File: src/rtl/memory_arbiter.sv
// Single-port RAM arbiter for instruction fetch and data access, with bus timeout and sticky error.
// Strobes are registered at grant and hits are combinational on completion; one IDLE bubble separates accesses.
module memory_arbiter #(
  parameter int TIMEOUT = 16
) (
  input  logic        CLK,
  input  logic        nRST,
  input  logic        iREN,
  input  logic [31:0] iaddr,
  output logic [31:0] iload,
  output logic        ihit,
  input  logic        dREN,
  input  logic        dWEN,
  input  logic [31:0] daddr,
  input  logic [31:0] dstore,
  output logic [31:0] dload,
  output logic        dhit,
  output logic        ramREN,
  output logic        ramWEN,
  output logic [31:0] ramaddr,
  output logic [31:0] ramstore,
  input  logic [31:0] ramload,
  input  logic [1:0]  ramstate,
  output logic        busy,
  output logic        memerr
);

  localparam logic [1:0] IDLE = 2'd0;
  localparam logic [1:0] DACC = 2'd1;
  localparam logic [1:0] IACC = 2'd2;

  localparam logic [1:0] RAM_ACCESS = 2'd2;
  localparam logic [1:0] RAM_ERROR  = 2'd3;

  localparam logic [7:0] CNT_LAST = 8'(TIMEOUT - 1);

  logic [1:0]  state_q, state_d;
  logic        last_d_q, last_d_d;
  logic        wr_q, wr_d;
  logic [7:0]  cnt_q, cnt_d;
  logic [31:0] addr_q, addr_d;
  logic [31:0] store_q, store_d;
  logic [31:0] iload_q, iload_d;
  logic [31:0] dload_q, dload_d;
  logic        memerr_q, memerr_d;

  logic        in_acc;
  logic        acc_ok;
  logic        done;
  logic        dreq;
  logic        grant_i;
  logic        grant_d;
  logic        ihit_c;
  logic        dhit_c;
  logic [31:0] rd_data;

  always_comb begin
    in_acc  = (state_q == DACC) || (state_q == IACC);
    acc_ok  = (ramstate == RAM_ACCESS);
    done    = in_acc && (acc_ok || (ramstate == RAM_ERROR) || (cnt_q == CNT_LAST));
    dreq    = dREN | dWEN;
    // A fetch wins after a data grant so a streaming data requester cannot starve it.
    grant_i = iREN && (!dreq || last_d_q);
    grant_d = dreq && !grant_i;
    ihit_c  = (state_q == IACC) && done;
    dhit_c  = (state_q == DACC) && done;
    // Errored or timed-out reads return zero rather than whatever is on the bus.
    rd_data = acc_ok ? ramload : 32'd0;

    state_d  = state_q;
    last_d_d = last_d_q;
    wr_d     = wr_q;
    cnt_d    = cnt_q;
    addr_d   = addr_q;
    store_d  = store_q;
    memerr_d = memerr_q;

    case (state_q)
      IDLE: begin
        cnt_d = 8'd0;
        if (grant_i) begin
          addr_d   = iaddr;
          state_d  = IACC;
          last_d_d = 1'b0;
        end else if (grant_d) begin
          addr_d   = daddr;
          store_d  = dstore;
          wr_d     = dWEN;
          state_d  = DACC;
          last_d_d = 1'b1;
        end
      end
      DACC, IACC: begin
        if (done) begin
          state_d = IDLE;
          cnt_d   = 8'd0;
          if (!acc_ok) memerr_d = 1'b1;
        end else begin
          cnt_d = cnt_q + 8'd1;
        end
      end
      default: begin
        state_d = IDLE;
        cnt_d   = 8'd0;
      end
    endcase

    iload_d = ihit_c ? rd_data : iload_q;
    dload_d = (dhit_c && !wr_q) ? rd_data : dload_q;
  end

  always_ff @(posedge CLK or negedge nRST) begin
    if (!nRST) begin
      state_q  <= IDLE;
      last_d_q <= 1'b0;
      wr_q     <= 1'b0;
      cnt_q    <= 8'd0;
      addr_q   <= 32'd0;
      store_q  <= 32'd0;
      iload_q  <= 32'd0;
      dload_q  <= 32'd0;
      memerr_q <= 1'b0;
    end else begin
      state_q  <= state_d;
      last_d_q <= last_d_d;
      wr_q     <= wr_d;
      cnt_q    <= cnt_d;
      addr_q   <= addr_d;
      store_q  <= store_d;
      iload_q  <= iload_d;
      dload_q  <= dload_d;
      memerr_q <= memerr_d;
    end
  end

  assign ramREN   = (state_q == IACC) || ((state_q == DACC) && !wr_q);
  assign ramWEN   = (state_q == DACC) && wr_q;
  assign ramaddr  = addr_q;
  assign ramstore = store_q;
  assign ihit     = ihit_c;
  assign dhit     = dhit_c;
  assign iload    = iload_d;
  assign dload    = dload_d;
  assign busy     = in_acc;
  assign memerr   = memerr_q;

endmodule

File: config.mk
export PLATFORM = sky130hd
export DESIGN_NAME = memory_arbiter
export DESIGN_NICKNAME = d
export VERILOG_FILES = /design/src/rtl/memory_arbiter.sv
export SDC_FILE = /design/constraint.sdc
export NUM_CORES = 1
export LEC_CHECK = 0
export ABC_CLOCK_PERIOD_IN_PS = 1900
export BUFFER_PORTS_ARGS = -buffer_cell sky130_fd_sc_hd__buf_2
export CAP_MARGIN = 5
export CORE_AREA = 5 5 136 138
export DETAILED_ROUTE_END_ITERATION = 10
export DIE_AREA = 0 0 141 143
export PLACE_DENSITY = 0.79
export REMOVE_ABC_BUFFERS = 1
export SLEW_MARGIN = 10
export SYNTH_ARGS = -nofsm -noshare
export SYNTH_HDL_FRONTEND = slang
export SYNTH_SLANG_ARGS = --single-unit
File: constraint.sdc
create_clock -name CLK -period 1.9 [get_ports CLK]
set_input_delay 0.19 -clock CLK [delete_from_list [all_inputs] [get_ports CLK]]
set_output_delay 0.19 -clock CLK [all_outputs]
set_load 0.01 [all_outputs]
==> run summary <==
Routed WL - 23900 um
Via density - 5.11
DP Area - 8510 um2
dominant cell type by area after synthesis - dfrtp_1
worst hold path class - input port to register
Reg-to-Reg Start - state_q[1]
yosys warns - 0
antenna violations before repair - 2
Final Util - 62.1%
post-DR wirelength/cell - 18.9 um
synth top area cells - dfrtp_1 52%, mux2i_1 9.5%, o21ai_0 5.9%
total grt overflow - 0
Post-synth EDFFs - 0
Final Cell Area - 10600 um2
FFs w/ async S/R, synth - 100%
Overall Global Routing Usage - 21.6%
NumNets Final - 1165
Pre-antenna DRT Iters - 4
Power per Cell Area - 1400 nW/um2
first-pass GRT wire length - 34500 um
total die area - 20200 um2
fillers - 1295
VDD IR max - 0.849 mV
CTS tree - built
Ports - 269
#FFs+latches synth - 141
Yosys top cell area share - 52.2%
core region area - 17100 um2
clk_skew - 0.0122 ns
WS Path Type - register to output port
vias in the first global route - 6587
CP Launch Type - register
site row count - 48
DRC Markers - 0
Worst Path Arrival - 2.16 ns
Max FO, Critical Path - 6
part of the cycle the worst path needs - 123%
power consumption - 14.8 mW
Max Cap Viol - 0
post-route ant nets - 0
Post-Syn Area per Cell - 10.6 um2
critical path endpoint category - output port
Root Driver - clkbuf_16
final hold slack - 0.0313 ns
Synth top cells by count - 141 x dfrtp_1, 80 x o21ai_0, 71 x inv_1, 64 x mux2i_1, 36 x nor2_1
vias - 6463
failing checks - negative setup slack
Slew headroom - 71.7%
Worst EP required - 1.71 ns
gp weighted congestion - 0.881
crit path launch - state_q[1]
Fin Setup TNS - -23.63 ns
Starting Density - 39.6%
clock buffer depth - 2
Netlist cell types - 41
Port Buf Inserts - 268
status - finished, violations left
Seq/Total Area, Yosys - 52.2%
Die Wd - 141 um
Period minus WS final - 2.35 ns
layout cells sized above 1 - 49.0%
dpl hpwl - 14100 um
Chip Height - 143 um
Worst-path clk slew - 0.07 ns
max-slew violation count - 0
Starting DRT DRC Count - 255
setup violators final - 70
CTS Sinks - 141
post-synthesis cell count - 638
largest net degree at the start of global routing - 65
cell with the most instances after synthesis - dfrtp_1
LEAKAGE - 5.14 nW
f_max - 0.426 GHz
Least-Margin Pin Slew - 0.424 ns
synthesized area - 6760 um2
Main synth FF type - dfrtp_1
htree depth - 4
endpoints failing hold - 0
Area Growth Syn to Fin - 56.8%
Worst Hold Launch - daddr[0]
unrepaired setup endpoints after global routing - true
number of diodes - 0
Final WS setup - -0.446 ns
total CTS buffers - 17
Skew-Pair Late Insertion Delay - 0.42 ns
## cells in the final DEF (no fill, tap or decap), types with 19 or more instances in the layout
| cell type | netlist | final |
|---|---|---|
| dfrtp_1 | 141 | 139 |
| nor2_1 | 36 | 36 |
| buf_2 | 22 | 262 |
| inv_1 | 71 | 69 |
| a31oi_1 | 34 | 34 |
| mux2i_1 | 64 | 49 |
| dlygate4sd3_1 | 0 | 33 |
| and3b_1 | 33 | 32 |
| nand3_1 | 35 | 35 |
| mux2_2 | 32 | 32 |
| o21ai_1 | 11 | 38 |
| buf_4 | 3 | 74 |
| o21ai_2 | 10 | 24 |
| buf_6 | 4 | 22 |
| o21ai_0 | 80 | 36 |
| clkbuf_16 | 0 | 19 |
## area by class of cell
| type | instances | area, um2 | share of cell area, % |
|---|---|---|---|
| repair buffers | 416 | 2970 | 28.0 |
| multi-input cells | 378 | 2960 | 27.9 |
| flip-flops and latches | 141 | 3530 | 33.3 |
| well taps | 225 | 282 | 2.66 |
| clock buffers | 17 | 425 | 4.02 |
| clock inverters | 15 | 155 | 1.46 |
| inverters | 72 | 270 | 2.55 |
## registers in the layout, indices dropped and copies added (netlist names)
name,flops
ramaddr,32
iload_q,32
wr_q,1
state_q,2
last_d_q,1
dload_q,32
ramstore,32
memerr,1
cnt_q,8
## metal layers
metal	GRT usage [%]	share of wire [%]
met3	5.76	7.3
met2	37.3	51
met1	25.4	38
met5	0	0.14
met4	9.64	3.7
## critical path: stages, from the launching register on
cell,delay (ns)
dfrtp_1,0.37
inv_2,0.07
ha_4,0.29
and3b_2,0.24
buf_12,0.13
buf_8,0.12
mux2i_1,0.25
o21ai_2,0.11
buf_2,0.16
## path summary, 6_finish.rpt
kind                       depth (start not counted)  slack [ns]          end
max                                                8       -0.45    dload[25]
min                                                3        0.03   ramaddr[0]
max reg2reg                                        9       -0.03  dload_q[25]
min reg2reg                                        1        0.50  ramstore[2]
max in group asynchronous                          3        1.04  ramaddr[24]
min in group asynchronous                          2        0.26   iload_q[1]
## per-stage QoR
stage | worst slack, ns | std cells
finish | -0.446 | 1264
global route | -0.541 | 1264
CTS | -0.402 | 1239
detailed placement | -0.0841 | 1119
global placement | 0.00709 | 1119
floorplan | -0.777 | 591
## what timing repair did
item / in CTS / in global routing
endpoints found under the setup margin: 66 / 71
hold buffers: 33 / 0
gates resized for setup: 94 / 49
endpoints found under the hold margin: 70 / 0
gates cloned: 6 / 2
pin swaps: 5 / 3
buffers inserted: 49 / 34
## power breakdown
part           switching [mW]  internal, mW  total (mW)
logic                    3.40          3.31        6.71
clock network            1.49          1.85        3.34
registers               0.653          4.12        4.78
total                    5.54          9.28        14.8
## kinds of logic (layout without fill, tap and decap cells)
| kind of cell | Yosys count | count (layout) | synth area share (%) |
|---|---|---|---|
| and+or+nand+nor | 122 | 122 | 10.6 |
| muxes | 96 | 96 | 14.8 |
| buffers and inverters | 119 | 520 | 7.80 |
| xor gates and xnor gates | 1 | 1 | 0.130 |
| adders and majority gates | 4 | 4 | 0.741 |
| AOI/OAI and AO/OA | 155 | 155 | 13.7 |
| DFF | 141 | 141 | 52.2 |
Power figures use the tool's default switching activity.
